[config.mk]
export PLATFORM = sky130hd
export DESIGN_NAME = cache_port_arbiter
export DESIGN_NICKNAME = d
export VERILOG_FILES = /design/src/rtl/cache_port_arbiter.sv
export SDC_FILE = /design/constraint.sdc
export NUM_CORES = 1
export LEC_CHECK = 0
export CAP_MARGIN = 0
export CORE_MARGIN = 2
export CORE_UTILIZATION = 42
export CTS_BUF_LIST = sky130_fd_sc_hd__clkbuf_16
export CTS_CLUSTER_SIZE = 30
export DETAILED_ROUTE_END_ITERATION = 16
export GPL_TIMING_DRIVEN = 0
export PLACE_DENSITY = 0.81
export RECOVER_POWER = 100
export SKIP_CTS_REPAIR_TIMING = 1
export SYNTH_ARGS = -nofsm -noshare
export SYNTH_HDL_FRONTEND = slang
export SYNTH_SLANG_ARGS = --single-unit
[constraint.sdc]
create_clock -name clk -period 2.45 [get_ports clk]
set_input_delay 0.3675 -clock clk [delete_from_list [all_inputs] [get_ports clk]]
set_output_delay 0.3675 -clock clk [all_outputs]
set_load 0.01 [all_outputs]
[src/rtl/cache_port_arbiter.sv]
// Shares one cache port between an instruction-fetch port and a data port.
// D requests win by default; a starvation counter forces an I grant, and a grant timeout aborts stuck accesses.
module cache_port_arbiter #(
  parameter int STARVE_LIMIT = 4,
  parameter int TIMEOUT      = 64
) (
  input  logic        clk,
  input  logic        rst,
  input  logic        i_req,
  input  logic [31:0] i_addr,
  output logic        i_ack,
  output logic        i_err,
  output logic [31:0] i_rdata,
  input  logic        d_ren,
  input  logic        d_wen,
  input  logic [31:0] d_addr,
  input  logic [31:0] d_din,
  input  logic [2:0]  d_storecntrl,
  input  logic [4:0]  d_loadcntrl,
  output logic        d_ack,
  output logic        d_err,
  output logic [31:0] d_rdata,
  output logic        c_ren,
  output logic        c_wen,
  output logic [31:0] c_addr,
  output logic [31:0] c_din,
  output logic [2:0]  c_storecntrl,
  output logic [4:0]  c_loadcntrl,
  input  logic        c_rdy,
  input  logic [31:0] c_dout
);

  localparam int SW = $clog2(STARVE_LIMIT + 1);
  localparam int TW = $clog2(TIMEOUT + 1);
  localparam logic [SW-1:0] SL      = SW'(STARVE_LIMIT);
  localparam logic [TW-1:0] TO_LAST = TW'(TIMEOUT - 1);

  typedef enum logic [1:0] {IDLE, GRANT_I, GRANT_D, RESP} state_t;

  state_t        state, state_nxt;
  logic [SW-1:0] starve_cnt, starve_nxt;
  logic [TW-1:0] to_cnt, to_nxt;
  logic          err_flag, err_nxt;
  logic          grant_i, grant_d, rd_load;
  logic          d_any, granting;

  logic [31:0]   lat_addr, lat_din;
  logic [2:0]    lat_st;
  logic [4:0]    lat_ld;
  logic          lat_wr, lat_is_i;

  assign d_any = d_ren | d_wen;

  always_ff @(posedge clk) begin
    if (!rst) begin
      state      <= IDLE;
      starve_cnt <= '0;
      to_cnt     <= '0;
      err_flag   <= 1'b0;
      lat_addr   <= '0;
      lat_din    <= '0;
      lat_st     <= '0;
      lat_ld     <= '0;
      lat_wr     <= 1'b0;
      lat_is_i   <= 1'b0;
      i_rdata    <= '0;
      d_rdata    <= '0;
    end else begin
      state      <= state_nxt;
      starve_cnt <= starve_nxt;
      to_cnt     <= to_nxt;
      err_flag   <= err_nxt;
      if (grant_d) begin
        lat_addr <= d_addr;
        lat_din  <= d_din;
        lat_st   <= d_storecntrl;
        lat_ld   <= d_loadcntrl;
        lat_wr   <= d_wen;
        lat_is_i <= 1'b0;
      end else if (grant_i) begin
        lat_addr <= i_addr;
        lat_din  <= '0;
        lat_st   <= '0;
        lat_ld   <= '0;
        lat_wr   <= 1'b0;
        lat_is_i <= 1'b1;
      end
      if (rd_load) begin
        if (lat_is_i) i_rdata <= c_dout;
        else          d_rdata <= c_dout;
      end
    end
  end

  always_comb begin
    state_nxt  = state;
    starve_nxt = starve_cnt;
    to_nxt     = to_cnt;
    err_nxt    = err_flag;
    grant_i    = 1'b0;
    grant_d    = 1'b0;
    rd_load    = 1'b0;
    case (state)
      IDLE: begin
        to_nxt  = '0;
        err_nxt = 1'b0;
        // D wins unless I is waiting and D has already had its quota in a row
        if (d_any && (!i_req || starve_cnt < SL)) begin
          grant_d    = 1'b1;
          state_nxt  = GRANT_D;
          starve_nxt = i_req ? starve_cnt + 1'b1 : '0;
        end else if (i_req) begin
          grant_i    = 1'b1;
          state_nxt  = GRANT_I;
          starve_nxt = '0;
        end
      end
      GRANT_I, GRANT_D: begin
        if (c_rdy) begin
          state_nxt = RESP;
          rd_load   = !lat_wr;
        end else begin
          to_nxt = to_cnt + 1'b1;
          if (to_cnt == TO_LAST) begin
            state_nxt = RESP;
            err_nxt   = 1'b1;
          end
        end
      end
      RESP:    state_nxt = IDLE;
      default: state_nxt = IDLE;
    endcase
  end

  assign granting     = (state == GRANT_I) || (state == GRANT_D);
  assign c_ren        = granting && !lat_wr;
  assign c_wen        = granting && lat_wr;
  assign c_addr       = granting ? lat_addr : 32'h0;
  assign c_din        = granting ? lat_din  : 32'h0;
  assign c_storecntrl = granting ? lat_st   : 3'h0;
  assign c_loadcntrl  = granting ? lat_ld   : 5'h0;

  assign i_ack = (state == RESP) && lat_is_i;
  assign d_ack = (state == RESP) && !lat_is_i;
  assign i_err = i_ack && err_flag;
  assign d_err = d_ack && err_flag;

endmodule

======== Word-level counts from Yosys, hierarchy flattened ========
Index checks and enable logic that the tools add are counted.
storage, ports and cells
  flip-flop bits (word level) ............. 151
  output and inout port bits .............. 142
  word-level logic and storage cells ...... 84
  bits of input ports ..................... 142
operators by class
  reductions and logical operators ........ 24
  bitwise operators ....................... 3
  equality and inequality tests ........... 8
  muxes and demuxes ....................... 34
  $lt $le $gt $ge ......................... 1
  add/subtract/negate cells ............... 2
operator list
  cell                 number
  $mux 32              6
  $mux 3               6
  $mux 5               3
  $pmux 7 s2           1
  $mux 1               11
  $reduce_and 2->1     5
  $mux 2               4
  $add 7x1->7 const B  1
  $eq 7x6->1 const B   1
  $logic_and 1x1->1    7
  $mux 7               1
  $ne 3x3->1 const B   2
  $pmux 2 s3           1
  $reduce_bool 2->1    3
  $eq 2x2->1 const B   2
  $ne 2x2->1 const B   2
  $reduce_or 2->1      2
  $add 3x1->3 const B  1
  $logic_not 1->1      3
  $lt 3x3->1 const B   1
  $reduce_and 3->1     1
  $eq 2x1->1 const B   1
  $logic_not 2->1      1
  $logic_or 1x1->1     2
  3 further kinds      4

======== Logic depth before layout (Yosys ltp) ========
Gate-level depths: netlist (run 1).
  word-level depth ........................ 7
  gate-level depth with buffers ........... 9
  gate-level depth less buffers ........... 6

======== Worst setup path after synthesis (run 1) ========
No wires, ideal clock.
  kind .................................... reg2out
  start ................................... register state[0]
  end ..................................... output port c_addr[23]
  required time ........................... 2.082 ns
  slack ................................... 0.660 ns
  buffers on the path ..................... 3
  stages on the path, launching flop included .. 7
  arrival ................................. 1.422 ns
  cell sequence ........................... dfxtp_1 > inv_1 > ha_1 > buf_2 > clkbuf_1 > clkbuf_1 > and2_1
on the way
  word-level cells in the longest chain between the ends .. 3
  elaborated cells between the ends (all ways) .. 4
  those cells by class .................... eq/ne (2); mux (1); reduce/logical (1)
RTL lines
  item                                             RTL line  text
  from (decl)                                      40        state_t state, state_nxt;
  from (signal assigned)                           69        state <= state_nxt;
  $eq 2x1->1 / $eq 2x2->1 (equally long branches)  135       assign granting = (state == GRANT_I) || (state == GRANT_D);
  $logic_or 1x1->1 *                               135
  $mux 32 *                                        138       assign c_addr = granting ? lat_addr : 32'h0;
  to (decl)                                        25        output logic [31:0] c_addr,
Mark *: on every way between the ends. The rest lies on a longest branch, timed or not.

======== Worst setup path in the final report (run 1) ========
  start ................................... register state[1]
  end ..................................... output port c_addr[17]
Same word-level chain as after synthesis.

==> metrics.md, run 1 <==
| Metric | Value |
|---|---|
| Outcome | finished, violations left |
| Failing checks | setup timing |
| Most frequent cell after synthesis | nand2_1 |
| Post-synth EDFFs | 0 |
| Average size of a mapped cell | 7.95 um2 |
| Final wirelength | 20.8 mm |
| Drt drc | 0 |
| Finished Core Util | 69.5% |
| Root buf cell | clkbuf_16 |
| Largest family of logic cells by synthesized area | simple AND/OR/NAND/NOR gates |
| Synth Area in Compound Gates | 20.7% |
| Asr flop ratio synth | 0% |
| Unrepaired setup endpoints after global routing | yes |
| CP startpoint kind | flop |
| DP HPWL | roughly 16 mm |
| GR Util All Layers | about a quarter |
| Cell count after synthesis | roughly 800 |
| Setup crit end kind | primary output |
| Global route overflow | 0 |
| P_leak | a little under 5 nW |
| Die Ht | 127 um |
| Xor-xnor portion of the synthesized cell area | 0.551% |
| Final min period | 2.57 ns |
| Vias | 6591 |
| Vias in the first global route | 6441 |
| GP Congestion | 0.843 |
| FMAX | between 300 and 400 MHz |
| Final cycle utilization of the critical path | 105% |
| Antenna-violating nets left | 0 |
| Fin area | around 0.010 mm2 |
| Min Hold Slack | around 0.36 ns |
| Synth area leader | dfxtp_1 |
| Pins over their slew limit | 0 |
| Die Area | 0.0161 mm2 |
| Clk_lat worst skew | 0.43 ns |
| Final hold vios | 0 |
| Port bufs | 282 |
| CTS Sinks | between 150 and 200 |
| Synth Area in Simple Gates | 25.6% |
| Critical Path Fanout Max | 10 |
| Synth area leaders | dfxtp_1 48%, and2_1 11%, nand2_1 9.7% |
| Setup violators final | 17 |
| Most instantiated cells after synthesis | 165 x nand2_1, 151 x dfxtp_1, 109 x and2_1 |
| Wire per inst | 16.0 um |
| Initial antenna violation count | 0 |
| Ports | 284 |
| Synthesized area | between 0.006 and 0.007 mm2 |
| Post-synthesis mux area share | 0.315% |
| NumNets Final | 1246 |
| Share of cells above drive strength 1 | 4.85% |
| Req. time, crit path | roughly 2.1 ns |
| Core Rows | 44 |
| CTS tree | yes |
| Clock skew | 0.00950 ns |
| Core ar. | 0.0146 mm2 |
| Pwr Total | 9.68 mW |
| DR vias/cell | 5.08 |
| Initial core utilization | 43.4% |
| Global-route wire length before repair | between 30 and 40 mm |
| Inserted Diodes | 0 |
| H-tree levels | 4 |
| Share of the synthesized area in the top cell type | 47.6% |
| Layout overhead on the synthesized area | 60.1% |
| Sequential area share after synthesis | 47.6% |
| Number of buffers created by CTS | 17 |
| Synth Warn # | 0 |
| TNS Setup | -1.07 ns |
| Area after DPL | 0.00941 mm2 |
| Relative slew slack | 55.2% |
| Setup ws final | -0.119 ns |
| Count of cell types in the netlist | 32 |
| CP Data Arrival Time | 2.20 ns |
| Reg area | 0.00302 mm2 |
| Die X | approximately 130 um |
| FF+latch count, synth | between 150 and 200 |
| # Max-Cap Violations | 0 |
| Hold WC Path Type | in2reg |
| DRT iter0 DRCs | 377 |
| Mapped Nets | 945 |
| TritonRoute pass-1 iters | 4 |
| Fillers | around 1200 |
| Primary FF master, synth | dfxtp_1 |
| Worst-Margin Slew | roughly 0.67 ns |
| IR Drop Worst-Case VDD | 0.000558 V |
| Area occupied by multi-input gates | 0.00305 mm2 |
| Largest net degree at the start of global routing | 17 |
| Pwr/cell area | 951 mW/mm2 |
| Crit Path Category | reg2out |
| Reg clk slew, reported paths | 0.06 ns |
| Adder-cell share of the synthesized area | 0.788% |
| Clock buffer depth | 2 |
## metal layers
layer  part of all wire (%)  vias to the layer above  track usage (%)
met2                     48                      262             44.2
met3                    8.7                       34             8.21
li1                       -                     3264                -
met4                    2.2                        0             8.73
met5                      0                        -                0
met1                     41                     3031             29.1
## area by class of cell
type	instances	share of cell area (%)
buffer	65	2.99
timing repair buffer	282	29.1
tap	184	2.26
multi-input combinational	578	30.0
inverter	5	0.184
sequential	151	29.7
clock buffer	17	4.18
clock inverter	15	1.59
## cell families after synthesis
kind of cell,after synthesis
adders and majority gates,4
and+or+nand+nor,348
muxes,2
DFF,151
AOI/OAI and AO/OA,220
buffers and inverters,70
xor gates and xnor gates,4
## worst max-delay path: stages (launching register included)
cell,delay (ns)
dfxtp_1,0.33
inv_1,0.06
ha_1,0.30
buf_6,0.14
buf_2,0.19
and2_1,0.19
clkdlybuf4s50_1,0.55
## worst paths after layout
path | to | cells past startpoint | from | slack [ns]
max | c_addr[17] | 6 | state[1] | -0.12
min | lat_addr[26] | 2 | rst | 0.36
max reg2reg | i_rdata[29] | 8 | state[1] | 0.25
min reg2reg | d_rdata[8] | 2 | d_rdata[8] | 0.45
## registers in the layout, summed over array words and instances (netlist names)
signal and flops:
state 2, lat_st 3, d_rdata 32, lat_din 32, lat_is_i 1, lat_addr 32
err_flag 1, starve_cnt 3, lat_wr 1, lat_ld 5, to_cnt 7, i_rdata 32
## power by group
group | switching [mW] | total (mW) | leakage, nW | internal [mW]
clock network | 1.15 | 2.59 | 0.283 | 1.44
registers | 0.214 | 3.12 | 1.23 | 2.91
logic | 2.18 | 3.97 | 3.45 | 1.78
## cells in the final DEF (no fill, tap or decap), types with 4 or more instances in the layout
cell	n
clkbuf_16	17
buf_4	7
nand2_1	165
inv_6	4
nor2_1	53
dfxtp_1	150
o21ai_0	38
nor3_1	5
dlygate4sd3_1	64
xnor2_1	4
inv_1	4
dlymetal6s2s_1	56
clkdlybuf4s50_1	161
clkbuf_1	49
o21a_1	33
ha_1	4
and2_1	108
a22oi_1	44
a21oi_1	101
buf_2	6
## stage by stage
| step | setup slack, ns | std cells |
|---|---|---|
| 6_report | -0.119 | 1297 |
| 5_1_grt | -0.230 | 1297 |
| 3_3_place_gp | -0.412 | 1265 |
| 4_1_cts | -0.918 | 1297 |
| 3_5_place_dp | -0.456 | 1265 |
| 2_1_floorplan | 0.660 | 799 |
No activity file was read; power rests on OpenSTA's default activity.
==> inputs of run 2 (changes only) <==
--- a/config.mk
+++ b/config.mk
@@ -6,11 +6,12 @@
 export NUM_CORES = 1
 export LEC_CHECK = 0
 export CAP_MARGIN = 0
-export CORE_MARGIN = 2
+export CORE_MARGIN = 4
 export CORE_UTILIZATION = 42
 export CTS_BUF_LIST = sky130_fd_sc_hd__clkbuf_16
 export CTS_CLUSTER_SIZE = 30
 export DETAILED_ROUTE_END_ITERATION = 16
+export GPL_ROUTABILITY_DRIVEN = 0
 export GPL_TIMING_DRIVEN = 0
 export PLACE_DENSITY = 0.81
 export RECOVER_POWER = 100
==> metrics.md, run 2 (synthesis results as in run 1) <==
| Metric | Value |
|---|---|
| Outcome | finished, violations left (unchanged) |
| Failing checks | setup timing (unchanged) |
| R2r setup slk | 0.25 ns (about the same) |
| Worst-Margin Slew | 0.633 ns (was 0.671 ns) |
| Drt drc | 0 (unchanged) |
| Wire per inst | 16.6 um (was 16.0 um) |
| Die Area | 0.0172 mm2 (was 0.0161 mm2) |
| Met2 GRT Util | 41.8% (was 44.2%) |
| P_leak | 5.23 nW (was 4.97 nW) |
| Largest net degree at the start of global routing | 17 (unchanged) |
| Final min period | 2.50 ns (was 2.57 ns) |
| Share of cells above drive strength 1 | 4.40% (was 4.85%) |
| Initial antenna violation count | 0 (unchanged) |
| Die X | 131 um (was 127 um) |
| Global route overflow | 0 (unchanged) |
| DR vias/cell | 5.14 (was 5.08) |
| Antenna-violating nets left | 0 (unchanged) |
| Clk_lat worst skew | 0.42 ns (was 0.43 ns) |
| TNS Setup | -0.0920 ns (was -1.07 ns) |
| Worst r2r src | state[0] (was state[1]) |
| Inserted Diodes | 0 (unchanged) |
| IR Drop Worst-Case VDD | 0.000645 V (was 0.000558 V) |
| Fillers | 1189 (was 1187) |
| Crit Path Category | reg2out (unchanged) |
| Port bufs | 282 (unchanged) |
| Reg area | 0.00302 mm2 (about the same) |
| Setup violators final | 2 (was 17) |
| Die Ht | 131 um (was 127 um) |
| Worst Hold Depth | 2 (unchanged) |
| Setup crit end kind | primary output (unchanged) |
| # Max-Cap Violations | 0 (unchanged) |
| Hold WC Path Type | in2reg (unchanged) |
| CTS tree | yes (unchanged) |
| Req. time, crit path | 2.08 ns (about the same) |
| Setup ws final | -0.0474 ns (was -0.119 ns) |
| Core ar. | 0.0147 mm2 (was 0.0146 mm2) |
| Commonest non-fill, non-tap cell in the layout | nand2_1 (unchanged) |
| Met3 GRT Util | 10.0% (was 8.21%) |
| Ports | 284 (unchanged) |
| Area occupied by multi-input gates | 0.00305 mm2 (about the same) |
| Vias in the first global route | 6388 (was 6441) |
| Hold endpoint | lat_addr[27] (was lat_addr[26]) |
| Commonest non-fill, non-tap cells in the layout | 165 x nand2_1, 151 x dfxtp_1, 146 x clkdlybuf4s50_1 (was 165 x nand2_1, 161 x clkdlybuf4s50_1, 150 x dfxtp_1) |
| Clock skew | 0.00794 ns (was 0.00950 ns) |
| CP startpoint kind | flop (unchanged) |
| Root buf cell | clkbuf_16 (unchanged) |
| H-tree levels | 4 (unchanged) |
| FMAX | 400 MHz (was 389 MHz) |
| Reg2reg end | i_rdata[20] (was i_rdata[29]) |
| Top Usage Layer GRT | met2 (unchanged) |
| Relative slew slack | 57.7% (was 55.2%) |
| Initial core utilization | 43.2% (was 43.4%) |
| Final cycle utilization of the critical path | 102% (was 105%) |
| Layout Cells excl Fill | 1297 (unchanged) |
| Final hold vios | 0 (unchanged) |
| DRT iter0 DRCs | 422 (was 377) |
| Hold Crit Start | rst (unchanged) |
| Clock buffer depth | 2 (unchanged) |
| Global-route wire length before repair | 32.7 mm (was 32.1 mm) |
| Reg2Reg Depth | 8 (unchanged) |
| Min Hold Slack | 0.369 ns (was 0.358 ns) |
| Final wirelength | 21.6 mm (was 20.8 mm) |
| Placed Instances | 1265 (unchanged) |
| Number of buffers created by CTS | 17 (unchanged) |
| CTS Sinks | 151 (unchanged) |
| GR Util All Layers | 24.4% (was 25.3%) |
| Layout overhead on the synthesized area | 60.5% (was 60.1%) |
| Vias | 6662 (was 6591) |
| GR Layer Usage met1 | 28.5% (was 29.1%) |
| TritonRoute pass-1 iters | 5 (was 4) |
| Pins over their slew limit | 0 (unchanged) |
| CP Data Arrival Time | 2.13 ns (was 2.20 ns) |
| Setup crit start | state[0] (was state[1]) |
| Core Rows | 44 (unchanged) |
| Pwr/cell area | 944 mW/mm2 (was 951 mW/mm2) |
| NumNets Final | 1246 (unchanged) |
| Critical Path Fanout Max | 10 (unchanged) |
| Reg clk slew, reported paths | 0.06 ns (about the same) |
| Unrepaired setup endpoints after global routing | yes (unchanged) |
| DP HPWL | 16.5 mm (was 15.5 mm) |
## run 2: changes by cell type in the layout (fill, tap and decap cells not counted), sizes merged
cell           change
dlymetal6s2s      +15
clkbuf             +5
inv                -3
clkdlybuf4s50     -15
bufinv             +1
buf                -5
clkinv             +1
clkinvlp           +1
## run 2: final cells by class
cell class | instances | area share [%]
Buffer | 65 | 3.03
Clock buffer | 17 | 4.17
Clock inverter | 15 | 1.36
Inverter | 5 | 0.184
Multi-Input combinational cell | 578 | 30.0
Sequential cell | 151 | 29.7
Tap cell | 184 | 2.26
Timing Repair Buffer | 282 | 29.4
## run 2: stage by stage
| step | setup slack (ns) | total power, mW | cell area, um2 | utilization, % |
|---|---|---|---|---|
| global placement | -0.527 | 7.06 | 9410 | 64.0 |
| finish | -0.0474 | 9.62 | 10200 | 69.4 |
| detailed placement | -0.547 | 7.12 | 9410 | 64.0 |
| CTS | -1.01 | 9.64 | 9970 | 67.8 |
| floorplan | 0.660 | 5.31 | 6350 | - |
| global route | -0.151 | 10.2 | 10200 | 69.4 |
## run 2: power breakdown
group	switching (mW)	leakage, nW	internal (mW)	total [mW]
clock network	1.04	0.280	1.48	2.52
registers	0.213	1.23	2.90	3.12
logic	2.21	3.72	1.78	3.99
## run 2: how the worst max path moves through the flow
| stage | to | slack (ns) | depth (start not counted) |
|---|---|---|---|
| 6_report | c_addr[2] | -0.05 | 6 |
| 5_1_grt | c_addr[2] | -0.15 | 6 |
| 4_1_cts | c_din[27] | -1.01 | 7 |
| 3_5_place_dp | c_din[27] | -0.55 | 7 |
| 3_3_place_gp | c_din[27] | -0.53 | 7 |
| 2_1_floorplan | c_addr[23] | 0.66 | 6 |
## run 2: critical path, stage by stage, from the launching register on
cell	delay, ns
dfxtp_1	0.36
inv_1	0.05
ha_1	0.30
buf_6	0.14
buf_4	0.17
and2_1	0.14
clkdlybuf4s50_1	0.55
## run 2: routing by layer
metal | part of all wire (%) | wire (um) | up-vias
met2 | 48 | 10400 | 275
met5 | 0 | 0 | -
li1 | - | - | 3260
met3 | 12 | 2560 | 29
met4 | 1.6 | 343 | 0
met1 | 38 | 8300 | 3098
